$ cat config.mk
export PLATFORM = sky130hd
export DESIGN_NAME = lsu_byte_initiator_flat
export DESIGN_NICKNAME = d
export VERILOG_FILES = /design/src/rtl/lsu_byte_initiator_if.sv /design/src/rtl/lsu_byte_initiator.sv /design/src/flat_wrapper.sv
export SDC_FILE = /design/constraint.sdc
export NUM_CORES = 1
export LEC_CHECK = 0
export CAP_MARGIN = 20
export CORE_UTILIZATION = 41
export DETAILED_ROUTE_END_ITERATION = 8
export GPL_ROUTABILITY_DRIVEN = 0
export HOLD_SLACK_MARGIN = 0.08
export PLACE_DENSITY = 0.74
export SYNTH_ARGS = -nofsm -noshare
export SYNTH_HDL_FRONTEND = slang
export SYNTH_SLANG_ARGS = --single-unit
$ cat constraint.sdc
create_clock -name CLK -period 2.3 [get_ports CLK]
set_clock_uncertainty 0.2 [all_clocks]
set_input_delay 0.23 -clock CLK [delete_from_list [all_inputs] [get_ports CLK]]
set_output_delay 0.23 -clock CLK [all_outputs]
set_load 0.02 [all_outputs]
$ cat src/rtl/lsu_byte_initiator_if.sv
// lsu_byte_initiator_if
// Groups the EX/MEM request/response handshake and the byte-wide
// data-memory port of the load/store initiator into one bundle.
// The master modport is taken by the initiator, which drives the memory
// port and answers requests. The slave modport is the environment side,
// meaning the pipeline stage plus the data memory.
interface lsu_byte_initiator_if;
    logic        req_valid;
    logic        req_ready;
    logic        req_write;
    logic [1:0]  req_size;
    logic        req_unsigned;
    logic [31:0] req_addr;
    logic [31:0] req_wdata;
    logic        resp_valid;
    logic [31:0] resp_rdata;
    logic        resp_err;
    logic        stall;
    logic [31:0] mem_addr;
    logic        mem_re;
    logic        mem_we;
    logic [7:0]  mem_wdata;
    logic [7:0]  mem_rdata;

    modport master (
        input  req_valid, req_write, req_size, req_unsigned, req_addr, req_wdata,
        input  mem_rdata,
        output req_ready, resp_valid, resp_rdata, resp_err, stall,
        output mem_addr, mem_re, mem_we, mem_wdata
    );

    modport slave (
        output req_valid, req_write, req_size, req_unsigned, req_addr, req_wdata,
        output mem_rdata,
        input  req_ready, resp_valid, resp_rdata, resp_err, stall,
        input  mem_addr, mem_re, mem_we, mem_wdata
    );
endinterface

$ cat src/rtl/lsu_byte_initiator.sv
// lsu_byte_initiator
// MEM-stage load/store initiator. It breaks a byte/half/word request into
// single-byte accesses on a big-endian byte memory with one-cycle read
// latency. It then returns either extended load data or a store completion.
// Optional feature macro: LSU_ERR_CHECK_EN. When it is defined, the block
// rejects misaligned, size-3 and out-of-range requests with resp_err. When
// it is undefined, addresses wrap modulo MEM_BYTES and size 3 acts as word.
module lsu_byte_initiator #(
    parameter int MEM_BYTES = 128
) (
    input  logic                  CLK,
    input  logic                  RST,
    lsu_byte_initiator_if.master  bus
);

    typedef enum logic [1:0] {IDLE, ISSUE, DRAIN, RESP} state_t;

    state_t      state;
    state_t      state_next;

    logic [31:0] addr_q;
    logic [31:0] wdata_q;
    logic [31:0] acc_q;
    logic [1:0]  last_q;
    logic [1:0]  cnt_q;
    logic        write_q;
    logic        unsigned_q;
    logic        rd_pend_q;
    logic        stall_q;

    logic        accept;
    logic [1:0]  req_last;
    logic        req_err;
    logic        resp_err_c;
    logic [31:0] issue_addr;
    logic [1:0]  byte_shift;
    logic [7:0]  store_byte;
    logic [31:0] load_ext;

    logic        mem_re_c;
    logic        mem_we_c;
    logic [31:0] mem_addr_c;
    logic [7:0]  mem_wdata_c;
    logic        resp_valid_c;
    logic [31:0] resp_rdata_c;

    assign accept = bus.req_valid && (state == IDLE);

    // Index of the last byte of the incoming request; size 3 maps to a word
    always_comb begin
        case (bus.req_size)
            2'd0:    req_last = 2'd0;
            2'd1:    req_last = 2'd1;
            default: req_last = 2'd3;
        endcase
    end

`ifdef LSU_ERR_CHECK_EN
    localparam logic [32:0] MEM_LIMIT = 33'(MEM_BYTES);

    logic        err_q;
    logic [32:0] req_end;

    assign req_end = {1'b0, bus.req_addr} + 33'(req_last) + 33'd1;

    // Reject requests that are misaligned, of size 3, or run past the end of memory
    always_comb begin
        case (bus.req_size)
            2'd0:    req_err = 1'b0;
            2'd1:    req_err = bus.req_addr[0];
            2'd2:    req_err = (bus.req_addr[1:0] != 2'b00);
            default: req_err = 1'b1;
        endcase
        if (req_end > MEM_LIMIT) begin
            req_err = 1'b1;
        end
    end

    // Remember whether the accepted request was rejected
    always_ff @(posedge CLK or posedge RST) begin
        if (RST) begin
            err_q <= 1'b0;
        end else if (accept) begin
            err_q <= req_err;
        end
    end

    assign resp_err_c = err_q;
    assign issue_addr = addr_q + 32'(cnt_q);
`else
    localparam logic [31:0] MEM_SIZE = 32'(MEM_BYTES);

    assign req_err    = 1'b0;
    assign resp_err_c = 1'b0;
    assign issue_addr = (addr_q + 32'(cnt_q)) % MEM_SIZE;
`endif

    // Bytes leave MSB first, so byte i of the request is byte (last - i) from the LSB
    assign byte_shift = last_q - cnt_q;
    assign store_byte = wdata_q[{byte_shift, 3'b000} +: 8];

    // Extend the assembled load value from its top bit unless zero-extension was asked for
    always_comb begin
        case (last_q)
            2'd0:    load_ext = {{24{acc_q[7] & ~unsigned_q}}, acc_q[7:0]};
            2'd1:    load_ext = {{16{acc_q[15] & ~unsigned_q}}, acc_q[15:0]};
            default: load_ext = acc_q;
        endcase
    end

    // State register
    always_ff @(posedge CLK or posedge RST) begin
        if (RST) begin
            state <= IDLE;
        end else begin
            state <= state_next;
        end
    end

    // Next-state logic: walk the bytes, drain the final read, then respond once
    always_comb begin
        state_next = state;
        case (state)
            IDLE: begin
                if (accept) begin
                    state_next = req_err ? RESP : ISSUE;
                end
            end
            ISSUE: begin
                if (cnt_q == last_q) begin
                    state_next = write_q ? RESP : DRAIN;
                end
            end
            DRAIN:   state_next = RESP;
            RESP:    state_next = IDLE;
            default: state_next = IDLE;
        endcase
    end

    // Request capture, byte counter, read accumulator and registered stall
    always_ff @(posedge CLK or posedge RST) begin
        if (RST) begin
            addr_q     <= '0;
            wdata_q    <= '0;
            acc_q      <= '0;
            last_q     <= '0;
            cnt_q      <= '0;
            write_q    <= 1'b0;
            unsigned_q <= 1'b0;
            rd_pend_q  <= 1'b0;
            stall_q    <= 1'b0;
        end else begin
            stall_q   <= (state_next != IDLE);
            rd_pend_q <= mem_re_c;
            if (accept) begin
                addr_q     <= bus.req_addr;
                wdata_q    <= bus.req_wdata;
                last_q     <= req_last;
                write_q    <= bus.req_write;
                unsigned_q <= bus.req_unsigned;
                cnt_q      <= '0;
                acc_q      <= '0;
            end else begin
                if (state == ISSUE) begin
                    cnt_q <= cnt_q + 2'd1;
                end
                if (rd_pend_q) begin
                    acc_q <= {acc_q[23:0], bus.mem_rdata};
                end
            end
        end
    end

    // Output decode: memory strobes only in ISSUE, response fields only in RESP
    always_comb begin
        mem_re_c     = 1'b0;
        mem_we_c     = 1'b0;
        mem_addr_c   = '0;
        mem_wdata_c  = '0;
        resp_valid_c = 1'b0;
        resp_rdata_c = '0;
        case (state)
            ISSUE: begin
                mem_addr_c = issue_addr;
                if (write_q) begin
                    mem_we_c    = 1'b1;
                    mem_wdata_c = store_byte;
                end else begin
                    mem_re_c = 1'b1;
                end
            end
            RESP: begin
                resp_valid_c = 1'b1;
                if (!write_q && !resp_err_c) begin
                    resp_rdata_c = load_ext;
                end
            end
            default: begin
            end
        endcase
    end

    assign bus.req_ready  = (state == IDLE);
    assign bus.stall      = stall_q;
    assign bus.resp_valid = resp_valid_c;
    assign bus.resp_rdata = resp_rdata_c;
    assign bus.resp_err   = resp_valid_c & resp_err_c;
    assign bus.mem_re     = mem_re_c;
    assign bus.mem_we     = mem_we_c;
    assign bus.mem_addr   = mem_addr_c;
    assign bus.mem_wdata  = mem_wdata_c;

endmodule
$ cat src/flat_wrapper.sv
// flat-port wrapper written by rule: the top's interface ports become plain ports
module lsu_byte_initiator_flat 
#(
    parameter int MEM_BYTES = 128
)
  (CLK, RST, bus_req_valid, bus_req_write, bus_req_size, bus_req_unsigned, bus_req_addr, bus_req_wdata, bus_mem_rdata, bus_req_ready, bus_resp_valid, bus_resp_rdata, bus_resp_err, bus_stall, bus_mem_addr, bus_mem_re, bus_mem_we, bus_mem_wdata);
  lsu_byte_initiator_if bus_i ();
  input  logic CLK;
  input  logic RST;
  input wire logic [$bits(bus_i.req_valid)-1:0] bus_req_valid;
  input wire logic [$bits(bus_i.req_write)-1:0] bus_req_write;
  input wire logic [$bits(bus_i.req_size)-1:0] bus_req_size;
  input wire logic [$bits(bus_i.req_unsigned)-1:0] bus_req_unsigned;
  input wire logic [$bits(bus_i.req_addr)-1:0] bus_req_addr;
  input wire logic [$bits(bus_i.req_wdata)-1:0] bus_req_wdata;
  input wire logic [$bits(bus_i.mem_rdata)-1:0] bus_mem_rdata;
  output wire logic [$bits(bus_i.req_ready)-1:0] bus_req_ready;
  output wire logic [$bits(bus_i.resp_valid)-1:0] bus_resp_valid;
  output wire logic [$bits(bus_i.resp_rdata)-1:0] bus_resp_rdata;
  output wire logic [$bits(bus_i.resp_err)-1:0] bus_resp_err;
  output wire logic [$bits(bus_i.stall)-1:0] bus_stall;
  output wire logic [$bits(bus_i.mem_addr)-1:0] bus_mem_addr;
  output wire logic [$bits(bus_i.mem_re)-1:0] bus_mem_re;
  output wire logic [$bits(bus_i.mem_we)-1:0] bus_mem_we;
  output wire logic [$bits(bus_i.mem_wdata)-1:0] bus_mem_wdata;
  assign bus_i.req_valid = bus_req_valid;
  assign bus_i.req_write = bus_req_write;
  assign bus_i.req_size = bus_req_size;
  assign bus_i.req_unsigned = bus_req_unsigned;
  assign bus_i.req_addr = bus_req_addr;
  assign bus_i.req_wdata = bus_req_wdata;
  assign bus_i.mem_rdata = bus_mem_rdata;
  assign bus_req_ready = bus_i.req_ready;
  assign bus_resp_valid = bus_i.resp_valid;
  assign bus_resp_rdata = bus_i.resp_rdata;
  assign bus_resp_err = bus_i.resp_err;
  assign bus_stall = bus_i.stall;
  assign bus_mem_addr = bus_i.mem_addr;
  assign bus_mem_re = bus_i.mem_re;
  assign bus_mem_we = bus_i.mem_we;
  assign bus_mem_wdata = bus_i.mem_wdata;
  lsu_byte_initiator #(.MEM_BYTES(MEM_BYTES)) u_core (.CLK(CLK), .RST(RST), .bus(bus_i));
endmodule
# Word-level counts from Yosys, hierarchy flattened

Cells that the tools add are included.

Add/sub/neg operators: 3
Equal/unequal tests: 6
Shifts and indexed selects: 1
Mux-type cells: 20
Bitwise gates (word level): 3
Reductions and logical operators: 7

Operator list:

| operator              | number |
|---|---|
| $mux W32              | 4 |
| $pmux W32 S2          | 1 |
| $shiftx A32 B6 Y8     | 1 |
| $mux W8               | 2 |
| $mux W2               | 4 |
| $pmux W2 S4           | 1 |
| $add A7 B2 Y7         | 1 |
| $mux W7               | 1 |
| $eq A2 B1 Y1 const B  | 3 |
| $logic_not A2 Y1      | 3 |
| $mux W1               | 6 |
| $reduce_bool A2 Y1    | 3 |
| $eq A2 B2 Y1 const B  | 2 |
| $pmux W2 S2           | 1 |
| $add A2 B1 Y2 const B | 1 |
| $and A1 B1 Y1         | 2 |
| $eq A2 B2 Y1          | 1 |
| $sub A2 B2 Y2         | 1 |
| $logic_and A1 B1 Y1   | 1 |
| $not A1 Y1            | 1 |

Register bits after elaboration: 81
Bits of input ports: 79
Output and inout bits: 78
Word-level logic and storage cells: 50

# Longest topological paths before layout

Depth after elaboration: 5
Gate-level depth with buffers: 8
Depth with buffers taken out: 5

# Least setup slack after synthesis

Ideal clock, no wire load.

Path kind: reg-to-output
Start point: register u_core.last_q[0]
End point: output port bus_mem_wdata[0]
Data arrival time: 2153 ps
Required time: 1870 ps
Path slack: -283 ps
Stages on the path, launching flop included: 9
Path through: dfrtp_1 -> clkbuf_1 -> inv_1 -> ha_1 -> clkbuf_1 -> buf_4 -> buf_4 -> a211oi_1 -> a211oi_1

Longest elaborated chain between the ends: 4

RTL lines:

| what                   | RTL line                  | text |
|---|---|---|
| from (decl)            | lsu_byte_initiator.sv:24  | `logic [1:0] last_q;` |
| from (signal assigned) | lsu_byte_initiator.sv:158 | `last_q <= req_last;` |
| $sub A2 B2 Y2          | lsu_byte_initiator.sv:99  | `assign byte_shift = last_q - cnt_q;` |
| $shiftx A32 B6 Y8      | lsu_byte_initiator.sv:100 | `assign store_byte = wdata_q[{byte_shift, 3'b000} +: 8];` |
| $mux W8                | lsu_byte_initiator.sv:185 | `if (write_q) begin` |
| $mux W8                | lsu_byte_initiator.sv:182 | `case (state)` |
| to (decl)              | flat_wrapper.sv:25        | `output wire logic [$bits(bus_i.mem_wdata)-1:0] bus_mem_wdata;` |

No other way between the ends.

# Worst setup path after layout

Start point: register u_core.last_q[0]
End point: output port bus_mem_wdata[5]

The elaborated chain is that of the path after synthesis.

==> run summary <==
Max FO, Critical Path: 8
pin count of the biggest net entering global routing: 49
Hold Slack: 84.6 ps
Die X: 104 um
Synth Flop Type: dfrtp_1
share of cells above drive strength 1: 0.324
die area: 10800 um2
min-delay worst type: in2async
clock-pin transition on the worst setup and hold timing paths: 90 ps
Synth Warn #: 0
Post-DP HPWL: 6690 um
Final Hold Fails: 0
IO Count: 157
fmax: 415 MHz
peak supply drop: 0.000837 V
number of synthesized flops with an enable pin: 0
status: finished with violations
antenna violations before repair: 0
All-Layer GR Usage: 0.181
per-cell routed wire length: 14.8 um
syn_area_per_cell: 11.0 um2
# diodes: 0
failing checks: negative setup slack
residual DRC count: 0
Tmin final: 2410 ps
first-pass GRT wire length: 15600 um
Die Ht: 104 um
H-tree Lvls: 3
utilization after layout: 0.582
Core ar.: 9910 um2
library cells used by synthesis: 32
largest area contributor in the netlist: dfrtp_1
PnR Total Power: 8.90 mW
PnR worst setup slack: -108 ps
sequential-to-total area share from yosys stat: 0.476
Final Instance Area: 5770 um2
Num CTS Buffers: 9
Setup CP Type: reg2out
worst slew pin tran: 585 ps
grt ovf: 0
# nets final: 590
port bufs: 105
synth top area cells: dfrtp_1 48%, mux2_2 10%, mux2i_1 9.4%
cell count after synthesis: 387
RSZ-0062 raised after global routing: true
asr flop ratio synth: 1.00
post-placement cell area: 5460 um2
max_cap viols: 0
crit path DAT: 1980 ps
Critical Path Source Type: register
Worst setup EP type: primary output
1st-pass router iterations: 4
leakage power: 2.61 nW
vias in the first global route: 3187
Slew headroom: 0.609
CTS Sinks: 81
Routed WL: 9540 um
fin. max-slew vios: 0
mapped cell area: 4250 um2
final-layout fill cell count: 872
share of the synthesized area in the top cell type: 0.476
area delta synth->final: 35.6%
pwr dens: 1540 nW/um2
worst-case clock buffer depth: 2
Initial Util: 0.429
Worst-Skew Late Latency: 350 ps
CTS tree: yes
worst path required time: 1870 ps
DRT antenna net count: 0
Root Buffer: clkbuf_8
final worst path period share: 1.05
final setup fails: 11
Rows: 36
via count: 3153
Via density: 4.89
DRT iter0 DRCs: 84
Seq cells post-synth: 81
## cell families after synthesis
group,count (synthesis),synth area share
flops,81,0.476
fa+ha+maj,4,0.0135
other cells,1,0.000882
buf+inv,59,0.0921
simple gates,109,0.133
compound gates,48,0.0700
xor+xnor,4,0.0118
mux,81,0.203
## repair_timing
item / in CTS / in global routing
resized for setup: 147 / 63
hold endpoints to repair: 0 / 0
gates cloned: 1 / 0
hold buffers: 0 / 0
buffers inserted: 4 / 4
endpoints found under the setup margin: 49 / 39
pin swaps: 6 / 10
## sequential cells by signal, summed over array words and instances (netlist names)
name,flops
u_core.wdata_q,32
u_core.bus.stall,1
u_core.cnt_q,2
u_core.state,2
u_core.last_q,2
u_core.addr_q,7
u_core.unsigned_q,1
u_core.write_q,1
u_core.acc_q,32
u_core.rd_pend_q,1
## cell usage after synthesis, types with 7 or more instances
cell / n
a211oi_1: 14
a21oi_1: 12
and3_1: 8
buf_2: 7
buf_4: 33
clkbuf_1: 8
dfrtp_1: 81
mux2_2: 39
mux2i_1: 40
nor2_1: 38
nor2b_1: 26
nor3_1: 17
o21ai_0: 18
## critical path, stage by stage, from the launching register on
cell and delay, ps:
dfrtp_1 400, buf_6 120, inv_4 50, ha_4 120, xnor3_2 330, buf_12 190, a211oi_4 190, a211oi_4 70
buf_6 140
## layout by cell type, fill, tap and decap left out, drive strengths merged, types with 4 or more instances in the layout
cell and count:
clkbuf 28, nor2b 26, nand3 4, and3 8, nand2 5, a211oi 16
mux2i 40, clkdlybuf4s50 56, conb 26, o21ai 18, buf 51, inv 7
a21oi 13, mux2 41, dfrtp 81, dlygate4sd2 9, nor3 17, nor2 38
## through the flow
stage / worst slack [ps] / std cells / TNS (ps)
after global placement: -101 / 620 / -2080
after detailed placement: -184 / 620 / -3090
final: -108 / 645 / -767
after floorplan: -21.3 / 412 / -21.3
after global routing: -189 / 645 / -1580
after CTS: -164 / 641 / -1380
## final cells by class
cell class              instances  area (um2)  share of cell area
well taps                     133         166              0.0288
inverters                       6        28.8             0.00499
multi-input cells             272        2130               0.368
repair buffers                137        1220               0.211
clock inverters                 7        77.6              0.0134
clock buffers                   9         124              0.0215
flip-flops and latches         81        2030               0.352
## worst paths after layout
path / from / end / slack, ps / cells after the start
max: u_core.last_q[0]$_DFFE_PP0P_ / bus_mem_wdata[5] / -110 / 8
max reg2reg: u_core.state[0]$_DFF_PP0_ / u_core.wdata_q[31]$_DFFE_PP0P_ / 490 / 4
min: RST / u_core.addr_q[2]$_DFFE_PP0P_ / 80 / 2
min reg2reg: u_core.wdata_q[25]$_DFFE_PP0P_ / u_core.wdata_q[25]$_DFFE_PP0P_ / 280 / 1
max in group asynchronous: RST / u_core.wdata_q[26]$_DFFE_PP0P_ / 1200 / 3
min in group CLK: bus_req_unsigned / u_core.unsigned_q$_DFFE_PP0P_ / 250 / 3
## report_power, final
| group | switching [mW] | leakage, nW | internal (mW) |
|---|---|---|---|
| clock network | 0.537 | 0.100 | 0.511 |
| registers | 0.571 | 0.997 | 2.12 |
| logic | 2.62 | 1.51 | 2.55 |
## routing by layer
layer / track usage / part of all wire / vias up
li1: - / - / 1519
met2: 0.308 / 0.49 / 95
met3: 0.0526 / 0.069 / 11
met4: 0.0612 / 0.014 / 0
met5: 0 / 0 / -
met1: 0.219 / 0.43 / 1528
Note: power is estimated with default switching activity, not from simulation.
